File: config.mk
export PLATFORM = sky130hd
export DESIGN_NAME = csr_timer
export DESIGN_NICKNAME = d
export VERILOG_FILES = /design/src/rtl/csr_timer.sv
export SDC_FILE = /design/constraint.sdc
export NUM_CORES = 1
export LEC_CHECK = 0
export CAP_MARGIN = 0
export CORE_ASPECT_RATIO = 2
export CORE_MARGIN = 1
export CORE_UTILIZATION = 49
export DETAILED_ROUTE_END_ITERATION = 7
export PLACE_DENSITY = 0.81
export SLEW_MARGIN = 0
export SYNTH_ARGS = -nofsm -noshare
export SYNTH_HDL_FRONTEND = slang
export SYNTH_SLANG_ARGS = --single-unit
File: constraint.sdc
create_clock -name clk -period 2.9 [get_ports clk]
set_input_delay 0.58 -clock clk [delete_from_list [all_inputs] [get_ports clk]]
set_output_delay 0.58 -clock clk [all_outputs]
set_load 0.02 [all_outputs]
File: src/rtl/csr_timer.sv
// csr_timer: constant timer (TCFG/TVAL/TICLR) and 64-bit stable counter with level timer interrupt.
module csr_timer #(
  parameter int          TIMER_W    = 32,
  parameter logic [13:0] TCFG_ADDR  = 14'h41,
  parameter logic [13:0] TVAL_ADDR  = 14'h42,
  parameter logic [13:0] TICLR_ADDR = 14'h44
) (
  input  logic               clk,
  input  logic               resetn,
  input  logic               csr_we,
  input  logic [13:0]        csr_waddr,
  input  logic [31:0]        csr_wdata,
  output logic [TIMER_W-1:0] tcfg_q,
  output logic [TIMER_W-1:0] tval_q,
  output logic               timer_int,
  output logic [63:0]        cnt_q
);
  logic               run;
  logic               tcfg_wr;
  logic               ticlr_wr;
  logic               expire;
  logic [TIMER_W-1:0] reload;
  // TVAL is read-only, so a write decoding to it never updates TCFG even if the numbers were aliased
  assign tcfg_wr  = csr_we && csr_waddr == TCFG_ADDR && csr_waddr != TVAL_ADDR;
  assign ticlr_wr = csr_we && csr_waddr == TICLR_ADDR && csr_wdata[0];
  assign expire   = run && !tcfg_wr && tval_q == '0;
  assign reload   = {tcfg_q[TIMER_W-1:2], 2'b00};
  always_ff @(posedge clk or negedge resetn) begin
    if (!resetn) begin
      tcfg_q    <= '0;
      tval_q    <= '1;
      timer_int <= 1'b0;
      cnt_q     <= '0;
      run       <= 1'b0;
    end else begin
      cnt_q     <= cnt_q + 64'd1;
      timer_int <= expire | (timer_int & ~ticlr_wr);
      if (tcfg_wr) begin
        tcfg_q <= csr_wdata[TIMER_W-1:0];
        tval_q <= {csr_wdata[TIMER_W-1:2], 2'b00};
        run    <= csr_wdata[0];
      end else if (run) begin
        tval_q <= expire ? (tcfg_q[1] ? reload : '1) : tval_q - TIMER_W'(1);
        run    <= !expire || tcfg_q[1];
      end
    end
  end
endmodule

==> results.md, run 1 <==
* Outcome: finished clean
* Area Growth Syn to Fin at 41.86%
* Max stage delay cell, worst path: or4_1
* Synth Warn # at 0
* Die area at 0.01367 sq mm
* Post-synthesis cell area at 0.006460 sq mm
* Fmax at 0.3890 GHz
* Largest net degree at the start of global routing at 54
* Cts repair resizes at 0
* Static Leakage at 4.066 nW
* Total Wirelength at 21.78 mm
* Post-CTS Setup Bufs at 0
* Antenna-violating nets left at 0
* Crit path max-delay family: simple AND/OR/NAND/NOR gates
* Final setup fails at 0
* Avg Inst Size Synth at 9.570 sq um
* Critical path class: flop to flop
* Max Cap Viol at 0
* GPL Wtd Cong at 0.9538
* Cell count after synthesis at 675
* Vias/cell at 5.892
* Synth unique cells at 66
* Inst Count DP at 1011
* Synth top area cells: dfrtp_1 (38%), dfstp_2 (13%), nand2_1 (8.6%)
* Max-slew violation count at 0
* Core area at 0.01292 sq mm
* Gr usage total at 32.54%
* Die X at 83.19 um
* Clock Tree Buf Depth at 2
* Mapped Nets at 726
* Clk_lat worst skew at 0.42 ns
* Sequential group share of total power at 43.4%
* Rows at 59
* Crit end category: flop
* Worst-path cell chain: or4_1 > nor3_1 > and4_1 > nand2_1 > buf_4 > o21ai_0 > a32oi_1
* Final nets at 929
* Post-DP HPWL at 16.16 mm
* Fin cells at 1043
* Layout cell share with drive strength beyond 1 at 12.23%
* Clock share of power at 53.5%
* Area share of the leading cell type in the synthesized netlist at 37.96%
* Switch share at 22.31%
* Comb pwr share at 3.1%
* Psw at 0.9365 mW
* CTS Sinks at 130
* Rel. slew slack at 25.81%
* Chip height at 164.4 um
* Antenna cells at 0
* Commonest cells after routing, fill and taps aside: clkdlybuf4s50_1 (176), nand2_1 (148), dfrtp_1 (98)
* Initial Util at 50.00%
* Yosys reg bits at 130
* Hold Violations, Final at 0
* Number of H-tree levels at 4
* Period utilization at 88.64%
* CP Data Required Time at 3.23 ns
* Max IR drop VDD at 0.0003698 V
* Critical Path Fanout Max at 8
* Crit path buf inv count at 1
* Drt first-iter violations at 462
* Clock root cell: clkbuf_16
* Worst hold path class: input pin to async pin
* Number of top-level pins at 178
* Number of synthesized flops with an enable pin at 0
* Fin Setup TNS at 0 ns
* Total number of vias at 6145
* Skew final at 0.009100 ns
* Port bufs at 177
* CTS Buf Count at 17
* Startpoint Class: flop
* DRT Pass-1 Iters at 5
* Power Internal at 3.261 mW
* Pwr/cell area at 458.1 mW/mm^2
* Top cell type by total area after synthesis: dfrtp_1
* Global-route wire length before repair at 33.98 mm
* Worst-margin pin slew at 1.109 ns
* Final min period at 2.571 ns
* Ys flop type: dfrtp_1
* Number of global-route vias before repair at 6228
* Initial antenna violation count at 0
* Crit path DAT at 2.90 ns
* CP peak stage delay at 0.67 ns
* RSZ-0062 raised after global routing: false
* FFs w/ async S/R, synth at 100.0%
* CTS tree: built
* Gr ovfl total at 0
* Tot Pwr at 4.198 mW
* Worst-path clk slew at 0.06 ns
* Most common cell after layout, fill and taps aside: clkdlybuf4s50_1
* Hold_buf cts at 0
* Residual DRC at 0
* Per-cell routed wire length at 20.88 um
* Seq/Total Area, Yosys at 50.98%
-- per-stage QoR --
stage | instance area (sq um) | util [%] | hold WS, ns | setup slack, ns
floorplan | 6460 | - | 0.2844 | 0.5493
global route | 9164 | 70.93 | 0.2594 | 0.1405
finish | 9164 | 70.93 | 0.2113 | 0.3294
global placement | 8554 | 66.22 | 0.4562 | 0.1947
CTS | 9164 | 70.93 | 0.2288 | 0.3277
detailed placement | 8554 | 66.22 | 0.4750 | 0.1854
-- final timing paths --
check	end	depth (start not counted)	startpoint	slack, ns
min	tcfg_q[13]$_DFFE_PN0P_	1	resetn	0.21
max reg2reg	tval_q[12]$_DFFE_PN1P_	7	tval_q[27]$_DFFE_PN1P_	0.33
min reg2reg	tcfg_q[0]$_DFFE_PN0P_	2	tcfg_q[0]$_DFFE_PN0P_	0.49
max	tval_q[12]$_DFFE_PN1P_	7	tval_q[27]$_DFFE_PN1P_	0.33
min in group clk	tcfg_q[0]$_DFFE_PN0P_	2	tcfg_q[0]$_DFFE_PN0P_	0.49
max in group asynchronous	cnt_q[62]$_DFF_PN0_	2	resetn	1.84
-- per-layer routing --
| layer | vias up | share of wire (%) | wire length, um | track usage [%] |
|---|---|---|---|---|
| met4 | 0 | 4.8 | 1039 | 17.24 |
| met3 | 73 | 6.8 | 1490 | 6.897 |
| met5 | - | 0 | 0 | 0 |
| met2 | 330 | 54 | 11790 | 60.54 |
| met1 | 2963 | 34 | 7454 | 33.94 |
| li1 | 2779 | - | - | - |
-- registers in the layout, summed over array words and instances, names as in the netlist --
name,count
tcfg_q,32
cnt_q,64
tval_q,32
run,1
timer_int,1
-- cell usage after synthesis, drive strengths merged (3+ instances only) --
cell,n
and2,3
inv,13
nor2,52
or4,9
o21ai,28
clkbuf,18
mux2i,3
o311ai,3
and4,12
a31oi,6
nand2,149
xnor2,41
o211ai,14
xor2,29
nor3,18
dfrtp,98
nand3,29
a21oi,18
and3,8
buf,7
nor4,10
nand4,25
dfstp,32
o31ai,3
or3,9
-- worst register-to-register path, cell delays in order (launching register included) --
cell and delay [ns]:
dfstp_2 0.38, or4_1 0.67, nor3_1 0.37, and4_1 0.36, nand2_1 0.14, buf_4 0.20
o21ai_0 0.21, a32oi_1 0.14
-- logic make-up (layout without fill, tap and decap cells) --
| logic type | after synthesis | in the layout | share of synthesized area (%) |
|---|---|---|---|
| simple gates | 337 | 337 | 26.21 |
| buf+inv | 39 | 255 | 2.634 |
| mux | 4 | 4 | 0.6392 |
| flops | 130 | 130 | 50.98 |
| xor+xnor | 70 | 70 | 9.607 |
| compound gates | 93 | 93 | 9.549 |
| fa+ha+maj | 2 | 2 | 0.3873 |
-- layout make-up --
class                           instances  area, sq um
Tap cell                              152        190.2
Timing Repair Buffer                  209         2022
Clock inverter                         13        176.4
Multi-Input combinational cell        506         2997
Inverter                               14        52.55
Fill cell                             956         3755
Clock buffer                           19        432.9
Sequential cell                       130         3293
-- power by group through the flow --
stage                     registers, mW  clock network [mW]  logic [mW]
after detailed placement           1.85                   0       0.131
after global placement             1.85                   0       0.129
after CTS                          1.82                2.26       0.132
final                              1.82                2.24       0.130
after global routing               1.82                2.34       0.142
after floorplan                    1.86                   0     0.00863
Power figures use the tool's default switching activity.
==> inputs of run 2 (changes only) <==
Settings changed: PLACE_DENSITY 0.81 to 0.85.
==> results.md, run 2 (same netlist as run 1, synthesis figures left out) <==
* Pwr/cell area at 440.5 mW/mm^2 (-3.8%)
* Port bufs at 177 (unchanged)
* Core area at 0.01292 sq mm (unchanged)
* Vias/cell at 5.847 (-0.75%)
* Max Cap Viol at 0 (unchanged)
* Die X at 83.19 um (unchanged)
* Met3 WL at 1.352 mm (-9.3%)
* Rows at 59 (unchanged)
* Layout cell share with drive strength beyond 1 at 11.65% (-0.58 points)
* Post-CTS Setup Bufs at 0 (unchanged)
* Psw at 0.9118 mW (-2.6%)
* Area after DPL at 0.008502 sq mm (-0.61%)
* Power Internal at 3.080 mW (-5.6%)
* Gr usage total at 30.05% (-2.5 points)
* Multi-input logic area at 0.002997 sq mm (unchanged)
* Outcome: finished clean
* Metal-1 WL at 6.586 mm (-12%)
* Hold Violations, Final at 0 (unchanged)
* Post-route cell area at 0.009061 sq mm (-1.1%)
* Initial Util at 50.00% (unchanged)
* Final nets at 922 (-0.75%)
* Most common cell after layout, fill and taps aside: clkdlybuf4s50_1
* CTS tree: built
* Max IR drop VDD at 0.0004609 V (+25%)
* Comb pwr share at 3.2% (about the same)
* Clk_lat worst skew at 0.41 ns (about the same)
* Clock root cell: clkbuf_16
* Max-slew violation count at 0 (unchanged)
* Uppermost layer routed: met4
* Per-cell routed wire length at 19.10 um (-8.5%)
* Number of global-route vias before repair at 6244 (+0.26%)
* Commonest cells after routing, fill and taps aside: clkdlybuf4s50_1 (176), nand2_1 (148), dfrtp_1 (98)
* Crit path DAT at 2.95 ns (+0.05 ns)
* Initial antenna violation count at 0 (unchanged)
* Final min period at 2.600 ns (+0.02960 ns)
* Largest net degree at the start of global routing at 71 (+31%)
* Die area at 0.01367 sq mm (unchanged)
* Gr ovfl total at 0 (unchanged)
* Period utilization at 89.66% (+1.0 points)
* Total Wirelength at 19.78 mm (-9.1%)
* CTS Buf Count at 17 (unchanged)
* Max stage delay cell, worst path: and4_1
* Max reg flops at 64 (unchanged)
* Critical path class: flop to flop
* Cell mode on critical path: and4_1
* Antenna-violating nets left at 0 (unchanged)
* Sequential group share of total power at 45.7% (+2.3 points)
* Final setup fails at 0 (unchanged)
* Rel. slew slack at 21.06% (-4.7 points)
* CP peak stage delay at 0.50 ns (-0.17 ns)
* CTS Sinks at 130 (unchanged)
* Worst-path clk slew at 0.06 ns (about the same)
* Startpoint Class: flop
* Drt first-iter violations at 347 (-25%)
* Worst-path cell chain: inv_1 > ha_1 > nor3b_1 > and4_1 > and4_1 > buf_4 > nand2_1 > a31oi_1 > o31a_1
* CP Data Required Time at 3.25 ns (+0.02 ns)
* Number of H-tree levels at 4 (unchanged)
* Fmax at 0.3846 GHz (-1.1%)
* Hold_buf cts at 0 (unchanged)
* Static Leakage at 4.002 nW (-1.6%)
* Switch share at 22.84% (+0.53 points)
* GPL Wtd Cong at 1.016 (+6.5%)
* Metal2 WL at 10.64 mm (-9.7%)
* Chip height at 164.4 um (unchanged)
* Number of top-level pins at 178 (unchanged)
* Filler cells at 928 (-2.9%)
* Clock share of power at 51.1% (-2.4 points)
* Cts repair resizes at 0 (unchanged)
* Worst-margin pin slew at 1.180 ns (+0.07090 ns)
* DRT Pass-1 Iters at 5 (unchanged)
* Residual DRC at 0 (unchanged)
* Largest reg by FF count: cnt_q
* Crit end category: flop
* Regs by FF count: cnt_q (64), tcfg_q (32), tval_q (32)
* Post-DP HPWL at 14.56 mm (-9.9%)
* Critical Path Fanout Max at 10 (+2)
* Area Growth Syn to Fin at 40.27%
* Worst hold path class: input pin to async pin
* Total number of vias at 6058 (-1.4%)
* Register Area at 0.003293 sq mm (unchanged)
* Fin Setup TNS at 0 ns (unchanged)
* Skew final at 0.006784 ns (-0.002317 ns)
* Antenna cells at 0 (unchanged)
* Clock Tree Buf Depth at 2 (unchanged)
* RSZ-0062 raised after global routing: false
* Global-route wire length before repair at 32.01 mm (-5.8%)
==> run 2: cell types whose count changed in the layout (fill, tap and decap cells not counted), sizes merged <==
cell / delta
clkbuf: -1
inv: +1
clkinvlp: +2
buf: -7
bufinv: -2
==> run 2: path summary, 6_finish.rpt <==
path	startpoint	end	slack (ns)	depth (start not counted)
hold / removal	resetn	tcfg_q[9]$_DFFE_PN0P_	0.08	1
setup reg to reg	tval_q[1]$_DFFE_PN1P_	tval_q[23]$_DFFE_PN1P_	0.30	9
min in group clk	cnt_q[63]$_DFF_PN0_	cnt_q[63]$_DFF_PN0_	0.47	1
setup / recovery	tval_q[1]$_DFFE_PN1P_	tval_q[23]$_DFFE_PN1P_	0.30	9
max in group asynchronous	resetn	cnt_q[58]$_DFF_PN0_	2.04	2
hold reg to reg	cnt_q[63]$_DFF_PN0_	cnt_q[63]$_DFF_PN0_	0.47	1
==> run 2: worst max-delay path, delay by kind of cell (launching register included) <==
| kind | cells | cell delay, ns |
|---|---|---|
| adders and majority gates | 1 | 0.18 |
| buffers and inverters | 2 | 0.23 |
| AOI/OAI and AO/OA | 2 | 0.41 |
| and+or+nand+nor | 4 | 1.31 |
| DFF | 1 | 0.40 |
==> run 2: power groups by stage <==
stage	Clock, mW	Sequential (mW)	Combinational [mW]
after floorplan	0	1.86	0.00863
after global placement	0	1.86	0.127
after detailed placement	0	1.86	0.128
after CTS	2.06	1.82	0.129
after global routing	2.12	1.82	0.139
final	2.04	1.82	0.127
==> run 2: area by class of cell <==
cell class,instances,share of cell area [%]
Multi-Input combinational cell,506,33.07
Sequential cell,130,36.34
Timing Repair Buffer,202,21.73
Inverter,14,0.5800
Clock buffer,18,4.736
Tap cell,152,2.099
Clock inverter,14,1.436
==> run 2: per-layer routing <==
metal  GRT usage [%]  vias up
li1                -     2766
met1           29.68     2911
met2           55.74      304
met3           7.146       77
met4           19.04        0
met5               0        -
==> run 2: through the flow <==
stage                     hold slack (ns)  std cells  power (mW)  utilization, %  setup WS [ns]
after detailed placement           0.4652       1004       1.983           65.81         0.1866
after global routing              0.09035       1036       4.083           70.14         0.1620
after global placement             0.4588       1004       1.982           65.81         0.1930
after CTS                         0.08168       1036       4.014           70.14         0.3297
final                             0.07578       1036       3.991           70.14         0.2998
after floorplan                    0.2844        675       1.866               -         0.5493
==> inputs of run 3 (changes only) <==
Clock period 2.9 ns to 2.5 ns, I/O delays scaled along.
==> results.md, run 3 (same netlist as run 1, synthesis figures left out) <==
* Rel. slew slack at 32.46% (+11 points)
* Crit end category: flop
* Gr usage total at 31.32% (+1.3 points)
* Clk_lat worst skew at 0.42 ns (about the same)
* CTS tree: built
* Worst hold path class: input pin to async pin
* Initial Util at 50.00% (unchanged)
* Number of H-tree levels at 4 (unchanged)
* Rows at 59 (unchanged)
* Max reg flops at 64 (unchanged)
* CTS Sinks at 130 (unchanged)
* Startpoint Class: flop
* Critical path class: flop to flop
* Max-slew violation count at 0 (unchanged)
* Final min period at 2.395 ns (-0.2054 ns)
* Cts repair resizes at 0 (unchanged)
* Initial antenna violation count at 0 (unchanged)
* Worst-path clk slew at 0.06 ns (about the same)
* Largest net degree at the start of global routing at 43 (-39%)
* Clock Tree Buf Depth at 2 (unchanged)
* Residual DRC at 0 (unchanged)
* Chip height at 164.4 um (unchanged)
* CP Launch Point: tval_q[27]$_DFFE_PN1P_
* Number of top-level pins at 178 (unchanged)
* Vias/cell at 5.926 (+1.3%)
* Crit path DAT at 2.73 ns (-0.22 ns)
* Outcome: finished clean
* Number of global-route vias before repair at 6682 (+7.0%)
* Largest reg by FF count: cnt_q
* Area Growth Syn to Fin at 43.21%
* Regs by FF count: cnt_q (64), tcfg_q (32), tval_q (32)
* Per-cell routed wire length at 19.41 um (+1.7%)
* Most common cell after layout, fill and taps aside: clkdlybuf4s50_1
* CTS Buf Count at 17 (unchanged)
* Die area at 0.01367 sq mm (unchanged)
* Port bufs at 177 (unchanged)
* Drt first-iter violations at 335 (-3.5%)
* Worst-margin pin slew at 1.009 ns (-0.1704 ns)
* Pwr/cell area at 503.2 mW/mm^2 (+14%)
* Post-DP HPWL at 15.23 mm (+4.6%)
* Post-CTS Setup Bufs at 0 (unchanged)
* Final setup fails at 0 (unchanged)
* Antenna-violating nets left at 0 (unchanged)
* Fmax at 0.4176 GHz (+8.6%)
* Skew final at 0.01302 ns (+0.006235 ns)
* Final nets at 943 (+2.3%)
* Global-route wire length before repair at 33.26 mm (+3.9%)
* Static Leakage at 4.115 nW (+2.8%)
* Hold Violations, Final at 0 (unchanged)
* FF-to-FF Start: tval_q[27]$_DFFE_PN1P_
* Die X at 83.19 um (unchanged)
* Gr ovfl total at 0 (unchanged)
* Clock root cell: clkbuf_16
* CP Data Required Time at 2.83 ns (-0.42 ns)
* Total number of vias at 6264 (+3.4%)
* Core area at 0.01292 sq mm (unchanged)
* Hold_buf cts at 0 (unchanged)
* Final hold slack at 0.05518 ns (-0.02059 ns)
* Critical Path Fanout Max at 8 (-2)
* Tot Pwr at 4.655 mW (+17%)
* RSZ-0062 raised after global routing: false
* Layout cell share with drive strength beyond 1 at 14.25% (+2.6 points)
* Total Wirelength at 20.52 mm (+3.7%)
* Commonest cells after routing, fill and taps aside: clkdlybuf4s50_1 (176), nand2_1 (147), dfrtp_1 (98)
* GPL Wtd Cong at 1.006 (-0.92%)
* Period utilization at 95.79% (+6.1 points)
* DRT Pass-1 Iters at 7 (+2)
* Antenna cells at 0 (unchanged)
* Max Cap Viol at 0 (unchanged)
* Max IR drop VDD at 0.0005027 V (+9.1%)
[run 3: path summary, 6_finish.rpt]
check,cells past startpoint,endpoint,slack (ns)
max,8,tval_q[12]$_DFFE_PN1P_,0.11
min,1,tcfg_q[11]$_DFFE_PN0P_,0.06
max reg2reg,8,tval_q[12]$_DFFE_PN1P_,0.11
min reg2reg,1,cnt_q[63]$_DFF_PN0_,0.47
max in group asynchronous,2,tval_q[31]$_DFFE_PN1P_,1.75
min in group clk,1,cnt_q[63]$_DFF_PN0_,0.47
[run 3: per-stage QoR]
stage | instances | utilization [%] | area, sq um | setup TNS, ns | worst slack, ns
after floorplan | 675 | - | 6460 | 0 | 0.1493
after global placement | 1025 | 67.13 | 8672 | -0.06611 | -0.03947
after detailed placement | 1025 | 67.13 | 8672 | -0.4326 | -0.1012
after CTS | 1057 | 71.53 | 9240 | 0 | 0.01747
after global routing | 1057 | 71.61 | 9251 | 0 | 0.02300
final | 1057 | 71.61 | 9251 | 0 | 0.1051
[run 3: layer usage]
layer  GRT usage [%]  wire length [um]  up-vias
li1                -                 -     2815
met1           30.18              6578     3023
met2           58.08             11240      332
met3           6.947              1342       94
met4           22.41              1362        0
met5               0                 0        -
[run 3: worst max-delay path, stage by stage, from the launching register on]
cell and delay, ns:
dfstp_2 0.39, or4_1 0.54, nor3_1 0.21, buf_4 0.16, and4_1 0.31, nand2_1 0.16
buf_4 0.20, o21ai_0 0.20, a32oi_1 0.14
[run 3: power breakdown]
part / internal [mW] / total (mW) / switching, mW / leakage (nW)
logic: 0.0842 / 0.154 / 0.0702 / 2.18
clock network: 1.40 / 2.38 / 0.981 / 0.262
registers: 2.11 / 2.12 / 0.00467 / 1.67
[run 3: layout make-up]
class | instances | area, sq um
Sequential cell | 130 | 3293
Inverter | 14 | 52.55
Timing Repair Buffer | 223 | 2140
Clock buffer | 18 | 439.2
Clock inverter | 14 | 128.9
Fill cell | 921 | 3667
Multi-Input combinational cell | 506 | 3008
Tap cell | 152 | 190.2
